[src/rtl/mem_arbiter.sv]
// Round-robin arbiter between IFU and LSU for a single-port memory.
// One transaction in flight at a time, with a sticky watchdog on missing responses.
module mem_arbiter #(
    parameter int unsigned TIMEOUT = 255
) (
    input  logic        clk,
    input  logic        rst_n,
    input  logic        ifu_req_valid,
    output logic        ifu_req_ready,
    input  logic [31:0] ifu_addr,
    output logic        ifu_resp_valid,
    output logic [31:0] ifu_rdata,
    input  logic        lsu_req_valid,
    output logic        lsu_req_ready,
    input  logic        lsu_wen,
    input  logic [31:0] lsu_addr,
    input  logic [31:0] lsu_wdata,
    input  logic [3:0]  lsu_wmask,
    output logic        lsu_resp_valid,
    output logic [31:0] lsu_rdata,
    output logic        mem_req_valid,
    input  logic        mem_req_ready,
    output logic        mem_wen,
    output logic [31:0] mem_addr,
    output logic [31:0] mem_wdata,
    output logic [3:0]  mem_wmask,
    input  logic        mem_resp_valid,
    input  logic [31:0] mem_rdata,
    output logic        err_timeout
);
    localparam int unsigned CW = $clog2(TIMEOUT + 1);

    typedef enum logic [1:0] {IDLE, REQ, WAIT, RESP} state_t;

    state_t        state, state_nxt;
    logic          owner_lsu;
    logic          last_lsu;
    logic          grant_ifu, grant_lsu;
    logic [CW-1:0] wd_cnt;
    logic          wd_expire;
    logic [31:0]   byte_mask;
    logic [31:0]   resp_data;

    // Ready is gated by rst_n so that no grant is offered while reset is held.
    always_comb begin
        grant_ifu = 1'b0;
        grant_lsu = 1'b0;
        if (rst_n && state == IDLE) begin
            if (ifu_req_valid && lsu_req_valid) begin
                grant_lsu = !last_lsu;
                grant_ifu = last_lsu;
            end else begin
                grant_ifu = ifu_req_valid;
                grant_lsu = lsu_req_valid;
            end
        end
    end

    assign wd_expire = (wd_cnt == CW'(TIMEOUT - 1));
    assign byte_mask = {{8{mem_wmask[3]}}, {8{mem_wmask[2]}},
                        {8{mem_wmask[1]}}, {8{mem_wmask[0]}}};

    always_comb begin
        resp_data = mem_rdata;
        if (mem_wen) begin
            resp_data = '0;
        end else if (owner_lsu) begin
            resp_data = mem_rdata & byte_mask;
        end
    end

    always_ff @(posedge clk or negedge rst_n) begin
        if (!rst_n) begin
            state <= IDLE;
        end else begin
            state <= state_nxt;
        end
    end

    always_comb begin
        state_nxt = state;
        case (state)
            IDLE:    if (grant_ifu || grant_lsu) state_nxt = REQ;
            REQ:     if (mem_req_ready) state_nxt = WAIT;
            WAIT:    if (mem_resp_valid || wd_expire) state_nxt = RESP;
            RESP:    state_nxt = IDLE;
            default: state_nxt = IDLE;
        endcase
    end

    always_comb begin
        ifu_req_ready  = grant_ifu;
        lsu_req_ready  = grant_lsu;
        mem_req_valid  = (state == REQ);
        ifu_resp_valid = (state == RESP) && !owner_lsu;
        lsu_resp_valid = (state == RESP) && owner_lsu;
    end

    always_ff @(posedge clk or negedge rst_n) begin
        if (!rst_n) begin
            mem_wen     <= 1'b0;
            mem_addr    <= '0;
            mem_wdata   <= '0;
            mem_wmask   <= '0;
            owner_lsu   <= 1'b0;
            last_lsu    <= 1'b0;
            wd_cnt      <= '0;
            err_timeout <= 1'b0;
            ifu_rdata   <= '0;
            lsu_rdata   <= '0;
        end else begin
            case (state)
                IDLE: begin
                    if (grant_lsu) begin
                        mem_wen   <= lsu_wen;
                        mem_addr  <= lsu_addr;
                        mem_wdata <= lsu_wdata;
                        mem_wmask <= lsu_wmask;
                    end else if (grant_ifu) begin
                        mem_wen   <= 1'b0;
                        mem_addr  <= ifu_addr;
                        mem_wdata <= '0;
                        mem_wmask <= '1;
                    end
                    if (grant_ifu || grant_lsu) begin
                        owner_lsu <= grant_lsu;
                        last_lsu  <= grant_lsu;
                    end
                end
                REQ: begin
                    if (mem_req_ready) wd_cnt <= '0;
                end
                WAIT: begin
                    // A real response wins over expiry in the same cycle.
                    if (mem_resp_valid) begin
                        if (owner_lsu) lsu_rdata <= resp_data;
                        else           ifu_rdata <= resp_data;
                    end else if (wd_expire) begin
                        err_timeout <= 1'b1;
                        if (owner_lsu) lsu_rdata <= 32'hDEADBEEF;
                        else           ifu_rdata <= 32'hDEADBEEF;
                    end else begin
                        wd_cnt <= wd_cnt + CW'(1);
                    end
                end
                default: ;
            endcase
        end
    end
endmodule

[config.mk]
export PLATFORM = sky130hd
export DESIGN_NAME = mem_arbiter
export DESIGN_NICKNAME = d
export VERILOG_FILES = /design/src/rtl/mem_arbiter.sv
export SDC_FILE = /design/constraint.sdc
export NUM_CORES = 1
export LEC_CHECK = 0
export ABC_AREA = 1
export CAP_MARGIN = 15
export CORE_UTILIZATION = 40
export DETAILED_ROUTE_END_ITERATION = 6
export GPL_TIMING_DRIVEN = 0
export PLACE_DENSITY = 0.83
export SLEW_MARGIN = 40
export SYNTH_ARGS = -nofsm -noshare
export SYNTH_HDL_FRONTEND = slang
export SYNTH_SLANG_ARGS = --single-unit
[constraint.sdc]
create_clock -name clk -period 2 [get_ports clk]
set_clock_uncertainty 0.15 [all_clocks]
set_input_delay 0.4 -clock clk [delete_from_list [all_inputs] [get_ports clk]]
set_output_delay 0.4 -clock clk [all_outputs]
set_load 0.1 [all_outputs]
== Word level (Yosys, flattened, before mapping) ==
Cells that the tools add are included.

* Flip-flop bits (word level): 145
* Latch bits: 0
* RAM bits: 0
* Bits in read-only memories: 0
* Output and inout port bits: 139
* Memories: 0

* $add $sub $neg: 1
* Multiply operators: 0
* Divide/modulo/power cells: 0
* Magnitude comparators: 0
* Equal/unequal tests: 9
* Shift-type cells: 0
* Mux-type cells: 30
* Bitwise logic cells: 3
* Reduce and logical (&&, ||, !) cells: 18

{| class="wikitable"
|+ Operators by type and width
! operator !! number
|-
| $mux 32 || 14
|-
| $and 32x32->32 || 1
|-
| $mux 8 || 3
|-
| $pmux 8 s2 || 1
|-
| $reduce_and 3->1 || 4
|-
| $add 8x1->8 const B || 1
|-
| $eq 8x8->1 const B || 1
|-
| $mux 4 || 2
|-
| $pmux 2 s4 || 1
|-
| $mux 1 || 6
|-
| $mux 2 || 3
|-
| $ne 2x2->1 const B || 3
|-
| $reduce_bool 2->1 || 3
|-
| $eq 2x2->1 const B || 2
|-
| $logic_and 1x1->1 || 4
|-
| $ne 2x1->1 const B || 2
|-
| $reduce_and 2->1 || 2
|-
| $reduce_and 4->1 || 1
|-
| $eq 2x1->1 const B || 1
|-
| $logic_not 2->1 || 1
|-
| $logic_or 1x1->1 || 2
|-
| $not 1->1 || 2
|-
| $logic_not 1->1 || 1
|}

== Longest topological paths before layout ==
Gate-level depths: netlist (run 1).

* Word-level depth: 6
* Gate-level depth with buffers: 10
* Gate-level depth less buffers: 9

== Least setup slack after synthesis (run 1) ==
OpenSTA, ideal clock, no wires.

* Path type: register -> output
* From: register state[0]
* To: output ifu_req_ready
* Arrival: 2.278 ns
* Path slack: -0.828 ns
* Cell stages (with the launch flop): 7
* Path buffers: 0
* Cell sequence: dfrtp_1 inv_1 ha_1 nand2_1 inv_1 nand2_1 a21oi_1

* Longest elaborated chain between the ends: 3

{| class="wikitable"
|+ RTL lines
! item !! RTL line !! RTL
|-
| start: declaration || 35 || <nowiki>state_t state, state_nxt;</nowiki>
|-
| start signal: assignment || 76 || <nowiki>state <= state_nxt;</nowiki>
|-
| $logic_not 2->1 || 48 || <nowiki>if (rst_n && state == IDLE) begin</nowiki>
|-
| $logic_and 1x1->1 || 48 ||
|-
| $mux 1 || 48 ||
|-
| end: declaration || 9 || <nowiki>output logic ifu_req_ready,</nowiki>
|}

No other way between the ends.

== Final worst setup path (run 1) ==
* From: register state[1]
* To: output lsu_req_ready

* Longest elaborated chain between the ends: 3

{| class="wikitable"
|+ RTL lines
! item !! RTL line !! RTL
|-
| $logic_not 2->1 || 48 ||
|-
| $logic_and 1x1->1 || 48 ||
|-
| $mux 1 || 48 ||
|-
| end: declaration || 14 || <nowiki>output logic lsu_req_ready,</nowiki>
|}

No other way between the ends.

==> metrics.txt, run 1 <==
Final Util=between 60% and 70%; vias post-DR=between 5000 and 6000; Max-cap violations=0; gr usage total=25.7%; Crit Path Class=flop to output pin; CP max-delay cell=dfrtp_1; drt initial violations=~280; average wire per standard cell=roughly 18 um; Max FO, Critical Path=3; RR Startpoint=state[1]$_DFFE_PN0P_; fin crit share=107%; Worst R2R Path Depth=8; synthesized area=0.00635 sq mm; Starting Density=41.3%; most common cell after layout, fill and taps aside=nand2_1; share of cells above drive strength 1=about a third; clock root cell=clkbuf_16; crit path DAT=1.59 ns; ant diodes=0; crit-path cells=inv_2, ha_4, nand2_4, inv_4, nand3_4, inv_2, buf_6, buf_12; die span in y=between 100 and 150 um; Final min period=between 2 and 2.5 ns; syn avg cell area=10.2 sq um; die area=roughly 0.016 sq mm; post-route cell area=roughly 0.0099 sq mm; Ports=roughly 280; Worst-path clk slew=around 0.06 ns; Mapped Cells=~630; top post-synthesis cells by area=dfrtp_1 57%, nand2_1 10%, o21ai_2 9.0%; failing checks=setup timing; final antenna-violating net count=0; Placed Area=0.00877 sq mm; max incr delay on CP=a little under 0.4 ns; clk buf depth=2; worst slew pin tran=between 0.7 and 0.8 ns; Slew Viols, Final=0; Final Wtd Congestion=0.836; Reg2Reg Setup Slack=0.07 ns; Max-slew headroom=50.4%; routed wire length=roughly 21000 um; sequential element share of the synthesized area=approximately 57%; Clk Latency, worst-skew pair=between 0.4 and 0.5 ns; Peak Freq=about 470 MHz; CTS tree=done; NumNets Final=about 1100; first-pass GRT wire length=31200 um; cell taking the most area after synthesis=dfrtp_1; drt pass-1 iters=5; Final Setup Violations=3; RR Endpoint=mem_wdata[12]$_DFFE_PN0P_; number of global-route vias before repair=5690; most frequent cells in the layout=168 x nand2_1, 144 x dfrtp_1, 142 x buf_2; status=finished with violations; row count=45; input/output buffers=~280; Fin. Hold Viols=0; Yosys reg bits=about 150; nature of the critical path startpoint=flop; count of cell types in the netlist=28; Chip Width=128 um; area of the core=roughly 0.015 sq mm; vias per std cell=roughly 5.1; H-tree depth=4; Num CTS Buffers=17; Crit path top cell by count=inv_2; final hold slack=between 0.015 and 0.02 ns; RSZ-0062 raised after global routing=yes; Yosys warning count=0; DRC Markers=0; initial antenna violation count=0; Data required, critical path=about 1.5 ns; setup slack after layout=-0.138 ns; Area Overhead vs Synth=55.2%; pin count of the biggest net entering global routing=37; Hold Path Class=input port to async pin; total congestion overflow=0; HPWL after detailed placement=15100 um; post-synth net total=771; sum of negative setup slack=-0.273 ns; crit end category=output pin; top cell type's share of synthesized area=roughly 57%; CTS sink cnt=between 100 and 150
synth_stat cells:
cell / n
o22ai_1: 4
nor2_1: 40
o21ai_0: 8
nand4_1: 2
buf_2: 10
or2_2: 2
clkinv_1: 1
nand2_2: 1
a31oi_1: 56
o21bai_1: 2
nor2_4: 1
ha_1: 6
xor2_1: 2
dfrtp_1: 145
xnor2_1: 1
inv_2: 3
o21ai_2: 65
buf_6: 13
a22o_1: 32
nand2_1: 171
nand3_1: 17
clkbuf_1: 13
nand3b_1: 1
inv_1: 21
a21oi_1: 1
buf_4: 4
nand3_2: 1
nand2_4: 3
layer usage:
layer	track usage, %	vias to the layer above	wire [um]
li1	-	2789	-
met5	0	-	0
met3	7.51	19	1780
met1	30.1	2858	8070
met2	45.1	291	10800
met4	8.72	0	302
worst max-delay path: cells and delay by family (launching register included):
| kind | cells | cell delay [ns] |
|---|---|---|
| fa+ha+maj | 1 | 0.15 |
| buf+inv | 5 | 0.50 |
| flops | 1 | 0.39 |
| simple gates | 2 | 0.12 |
what timing repair did:
item | in CTS | in global routing
setup endpoints to repair | 74 | 25
hold buffers | 7 | 0
pin swaps | 1 | 2
hold endpoints to repair | 48 | 0
setup buffers | 7 | 4
gates resized for setup | 36 | 17
gates cloned | 4 | 0
metrics by stage:
| stage | worst slack [ns] | instances |
|---|---|---|
| global placement | -7.01 | 1114 |
| detailed placement | -1.08 | 1116 |
| CTS | -0.159 | 1166 |
| global route | -0.222 | 1170 |
| finish | -0.138 | 1170 |
| floorplan | -0.209 | 626 |
worst max path at each step:
stage / start / end / slack [ns]
after floorplan: state[0]$_DFFE_PN0P_ / ifu_req_ready / -0.21
after global placement: rst_n / lsu_req_ready / -7.01
after detailed placement: rst_n / lsu_req_ready / -1.08
after CTS: state[1]$_DFFE_PN0P_ / lsu_req_ready / -0.16
after global routing: state[1]$_DFFE_PN0P_ / lsu_req_ready / -0.22
final: state[1]$_DFFE_PN0P_ / lsu_req_ready / -0.14
flip-flops by register name (all words and copies together) (netlist names):
signal       count
lsu_rdata       32
last_lsu         1
ifu_rdata       32
mem_wmask        4
mem_wen          1
state            2
mem_addr        32
mem_wdata       32
err_timeout      1
wd_cnt           8
layout make-up:
class	instances	area (sq um)
Timing Repair Buffer	301	2510
Clock inverter	14	203
Multi-Input combinational cell	416	2420
Inverter	25	96.3
Fill cell	1285	5510
Sequential cell	145	3630
Buffer	40	298
Clock buffer	18	439
Tap cell	211	264
logic make-up (layout without fill, tap and decap cells):
kind of cell	count (synthesis)	in the layout	share of synthesized area, %
adder cells (fa/ha/maj)	6	6	1.18
flip-flops	145	145	57.1
XOR/XNOR	3	3	0.414
AO/OA/AOI/OAI	168	168	20.2
AND/OR/NAND/NOR	239	239	15.3
buffers and inverters	65	398	5.81
Power of run 1 is not shown: default switching activity piles up to over one toggle a cycle in this logic, so the estimate is an artifact.
==> run 2: changes to the inputs <==
- CORE_UTILIZATION: 40 -> 35
- PLACE_DENSITY: 0.83 -> 0.75
==> run 2 against run 1 <==
- the run ends with hold timing, setup timing left
- critical path depth did not move
- largest cell class unchanged
- critical path type unchanged
- via count decreased by 3.9%
- count of clock-buffer cells in the layout is 1 higher
- sequential share of layout area increased by 0.94 points
- core utilization fell by 9.3 points
- wire length decreased by 4.6%
- final area shrank 2.5%
- register-to-register slack better by 0.02 ns
- global-route usage decreased by 4.3 points
==> metrics.txt, run 2 (synthesis results as in run 1) <==
input/output buffers=277; wire length on met1=8010 um; first-pass GRT wire length=around 30000 um; Max-cap violations=0; Num CTS Buffers=17; area of the core=around 0.018 sq mm; sum of negative setup slack=-0.318 ns; total congestion overflow=0; final antenna-violating net count=0; number of global-route vias before repair=~5500; NumNets Final=approximately 1100; setup slack after layout=-0.164 ns; Final Wtd Congestion=about 0.85; ant diodes=0; row count=48; Fin. Hold Viols=about 150; failing checks=hold timing, setup timing; RSZ-0062 raised after global routing=yes; routed wire length=approximately 20000 um; gr usage total=a little over a fifth; clock root cell=clkbuf_16; fin crit share=108%; CTS sink cnt=145; met2 WL=between 9000 and 10000 um; Data required, critical path=approximately 1.5 ns; Hold Path Class=input port to async pin; H-tree depth=4; drt pass-1 iters=5; pre-CTS WS=-0.680 ns; Max-slew headroom=a little under three fifths; Starting Density=between 30 and 40%; Clk Latency, worst-skew pair=just over 0.4 ns; status=finished with violations; Ports=about 280; average wire per standard cell=between 15 and 20 um; die area=about 0.019 sq mm; worst slew pin tran=0.653 ns; pin count of the biggest net entering global routing=75; nature of the critical path startpoint=flop; Worst-path clk slew=0.06 ns; CTS tree=done; vias per std cell=just under 5; Max Used Layer=met4; crit path DAT=between 1.5 and 2 ns; drt initial violations=about 220; vias post-DR=5727; Max FO, Critical Path=3; DRC Markers=0; final hold slack=-0.364 ns; Crit Path Class=flop to output pin; initial antenna violation count=0; Slew Viols, Final=0; most common cell after layout, fill and taps aside=nand2_1; share of cells above drive strength 1=about a third; Final Setup Violations=2; crit end category=output pin; HPWL after detailed placement=between 10000 and 15000 um; die span in y=between 100 and 150 um; Area Overhead vs Synth=51.3%; clk buf depth=2; fill count=roughly 1600; Final min period=roughly 2.2 ns; Chip Width=approximately 140 um; routed wl met3=roughly 1800 um; most frequent cells in the layout=170 x nand2_1, 144 x buf_2, 144 x dfrtp_1; Peak Freq=462 MHz
run 2: cell types whose count changed in the layout (fill, tap and decap cells not counted), sizes merged:
cell / delta
dlygate4sd3: -5
clkinvlp: -3
inv: -1
clkbuf: +1
clkinv: +3
buf: -4
bufbuf: -4
run 2: path summary, 6_finish.rpt:
path	startpoint	to	slack (ns)	cells after the start
min reg2reg	lsu_rdata[7]$_DFFE_PN0P_	lsu_rdata[7]$_DFFE_PN0P_	0.33	2
max reg2reg	state[1]$_DFFE_PN0P_	lsu_rdata[2]$_DFFE_PN0P_	0.09	9
min	rst_n	lsu_rdata[29]$_DFFE_PN0P_	-0.36	1
max in group asynchronous	rst_n	ifu_rdata[26]$_DFFE_PN0P_	1.48	2
max	state[0]$_DFFE_PN0P_	lsu_req_ready	-0.16	8
min in group clk	lsu_rdata[7]$_DFFE_PN0P_	lsu_rdata[7]$_DFFE_PN0P_	0.33	2
run 2: critical path: stages, from the launching register on:
cell	delay (ns)
dfrtp_1	0.39
inv_2	0.09
ha_4	0.14
nand2_2	0.05
inv_2	0.09
nand3_4	0.08
inv_2	0.08
buf_8	0.10
buf_12	0.16
run 2: cell type report:
cell class | instances | area, sq um | share of cell area (%)
Buffer | 40 | 295 | 3.07
Timing Repair Buffer | 288 | 2270 | 23.7
Clock buffer | 19 | 433 | 4.50
Clock inverter | 13 | 201 | 2.09
Sequential cell | 145 | 3630 | 37.7
Tap cell | 225 | 282 | 2.93
Multi-Input combinational cell | 416 | 2410 | 25.0
Inverter | 25 | 93.8 | 0.976
run 2: repair_timing:
| item | CTS | global route |
|---|---|---|
| endpoints found under the hold margin | 145 | 145 |
| buffers inserted | 6 | 5 |
| gates resized for setup | 32 | 14 |
| pin swaps | 2 | 3 |
| endpoints found under the setup margin | 41 | 41 |
run 2: metrics by stage:
stage                     utilization (%)  instance area (sq um)  instances
after floorplan                         -                   6360        626
after global placement               53.7                   9420       1128
after detailed placement             50.1                   8780       1130
after CTS                            54.6                   9570       1168
after global routing                 54.8                   9620       1171
final                                54.8                   9620       1171
run 2: per-layer routing:
layer	up-vias	global-route usage, %
met4	0	6.67
met5	-	0
met2	251	36.7
li1	2755	-
met1	2707	25.3
met3	14	7.19
Power of run 2 is left out for the same reason.
==> RTL change, RTL diff (flow settings as in run 2) <==
The 4 states of `state_t` get a one-hot encoding in 4 bits.
--- a/src/rtl/mem_arbiter.sv
+++ b/src/rtl/mem_arbiter.sv
@@ -31,5 +31,5 @@
     localparam int unsigned CW = $clog2(TIMEOUT + 1);
 
-    typedef enum logic [1:0] {IDLE, REQ, WAIT, RESP} state_t;
+    typedef enum logic [3:0] {IDLE = 4'b0001, REQ = 4'b0010, WAIT = 4'b0100, RESP = 4'b1000} state_t;
 
     state_t        state, state_nxt;
Function: same outputs for any inputs over 4 cycles, from zero or initial values and one cycle with rst_n low; so few cycles prove little.
==> RTL change against run 2 <==
  * The flow still finishes with violations (hold timing, setup timing)
  * Critical path depth unchanged
  * Count of clock-buffer cells in the layout decreased by 2
  * Cell area increased by 5.0%
  * Hold slack got worse by 5.4 ps
  * Wire length increased by 11%
  * Cell count increased by 16%
  * Area after synthesis increased by 7.0%
  * Sequential cell count increased by 2
  * Global-route usage increased by 0.90 points
  * Worst setup slack got worse by 150 ps
  * Critical endpoint is now ifu_req_ready
  * Highest routed layer unchanged
Power is left out: the tool's default activity adds up to more than one toggle a clock period on the data nets, which glitch-free logic cannot reach.
==> RTL change: results <==
[outcome]
outcome = "complete, but fails checks"
violations = "hold timing, setup timing"

[timing]
tightestPinTransition_ps = 596.7
layout_setup_ws_ps = -310.6
final-hold-violation-count = 146
finalSetupViolations = 4
hold_ws_ps = -369.3

[synthesis]
synth_cell_type_count = 31
ys_seq_area_share_pct = 54.09
synth_compound_area_share_pct = 9.251
yosys.cell_count.top_type = "nand2_1"
synthMuxAreaShare_pct = 0
synthTopCellsByCount = "nand2_1 (292), dfrtp_1 (146), nand3_1 (88), o21ai_1 (43), nand4_1 (33)"
synth_adder_area_share_pct = 0.3678
synth-warning-count = 0
synth_fp_nets = 914
synth_top_flop_cell = "dfrtp_1"
async_flop_share_pct = 100.0
synth_xor_xnor_area_share_pct = 0.3862
synth_area_leaders = "dfrtp_1 (54%), nand2_1 (16%), nand3_1 (6.5%)"
syn_inst = 773

[global_routing]
grt_max_degree = 76
antenna_found_initial = 1
grt_pass1_vias = 6315
grt_usage_pct = 22.35
grt_pass1_wl_um = 34360

[cells_and_area]
fin_cells = 1359
nets = 1227
drive_above_1_share_pct = 25.77
fill_cells = 1783

[route]
viasPerCell = 4.898
detail_route.first_pass.iterations = 5
routed_wl_um = 22150
drtIter0Drc = 389

[worst_setup_path]
path_max_fanout = 3
critPathSlowestCell = "dfrtp_1"
arrival_ps = 1760
critPathMaxStageDelay_ps = 420
crit_family = "buffers and inverters"

[placed_design]
dp_cells = 1312
dpl.hpwl_um = 15980
portBuffers = 277
gp_routability_congestion = 0.8491

[clock_network]
clkTransAtPathRegs_ps = 60
cts_root_buffer = "clkbuf_16"
cts.htree.levels = 4
cts_buffers = 17
clock_latency_ps = 420
cts_buffer_depth = 2

[min_path]
worstHoldPathType = "in2async"
RTL change: cell types whose count changed after synthesis, sizes merged, moves of 4 or more:
| cell | delta |
|---|---|
| a31oi | -32 |
| ha | -4 |
| nand2 | +121 |
| buf | +17 |
| o22ai | -4 |
| nand4 | +31 |
| nand3 | +74 |
| clkbuf | -4 |
| nor2 | -14 |
| a22o | -32 |
| o21ai | -4 |
| inv | -5 |
RTL change: logic make-up (layout without fill, tap and decap cells):
logic type / after synthesis / in the layout
compound gates: 99 / 99
xor+xnor: 3 / 3
fa+ha+maj: 2 / 2
buf+inv: 74 / 399
flops: 147 / 147
other cells: 0 / 1
simple gates: 448 / 448
RTL change: layout make-up:
type	count	area share, %
repair buffers	295	23.13
plain buffers	52	4.338
clock inverters	14	1.066
clock buffers	17	4.214
inverters	21	0.9420
diodes	1	0.02479
multi-input cells	552	26.60
flip-flops and latches	147	36.46
well taps	260	3.223
RTL change: worst paths after layout:
kind	from	end	slack (ps)	depth (start not counted)
max	state[3]$_DFFE_PN0P_	ifu_req_ready	-310	8
min	rst_n	ifu_rdata[8]$_DFFE_PN0P_	-370	1
max reg2reg	state[3]$_DFFE_PN0P_	mem_wdata[8]$_DFFE_PN0P_	80	11
min reg2reg	lsu_rdata[9]$_DFFE_PN0P_	lsu_rdata[9]$_DFFE_PN0P_	330	2
max in group asynchronous	rst_n	mem_wdata[16]$_DFFE_PN0P_	1470	2
min in group clk	lsu_rdata[9]$_DFFE_PN0P_	lsu_rdata[9]$_DFFE_PN0P_	330	2
RTL change: per-layer routing:
layer | up-vias | global-route usage [%] | share of wire, % | routed length [um]
li1 | 3206 | - | - | -
met1 | 3112 | 27.44 | 41 | 9133
met2 | 317 | 37.83 | 49 | 10770
met3 | 22 | 6.682 | 8.7 | 1920
met4 | 0 | 6.791 | 1.5 | 326
met5 | - | 0 | 0 | 0
RTL change: what timing repair did:
item	CTS	global route
pin swaps	3	2
endpoints found under the hold margin	146	146
gates resized for setup	31	19
endpoints found under the setup margin	5	58
buffers inserted	6	11
RTL change: stage by stage:
stage | TNS, ps | setup slack, ps | hold WS (ps) | instance area [um^2] | util [%]
final | -937.8 | -310.6 | -369.3 | 10090 | 53.43
after global routing | -1526 | -391.7 | -383.2 | 10090 | 53.43
after CTS | -999.1 | -385.0 | -384.7 | 9958 | 52.71
after detailed placement | -33280 | -1001 | 67.54 | 9283 | 49.13
after global placement | -1238140 | -6711 | 313.8 | 9916 | 52.48
after floorplan | -86.07 | -86.07 | -45.59 | 6818 | -
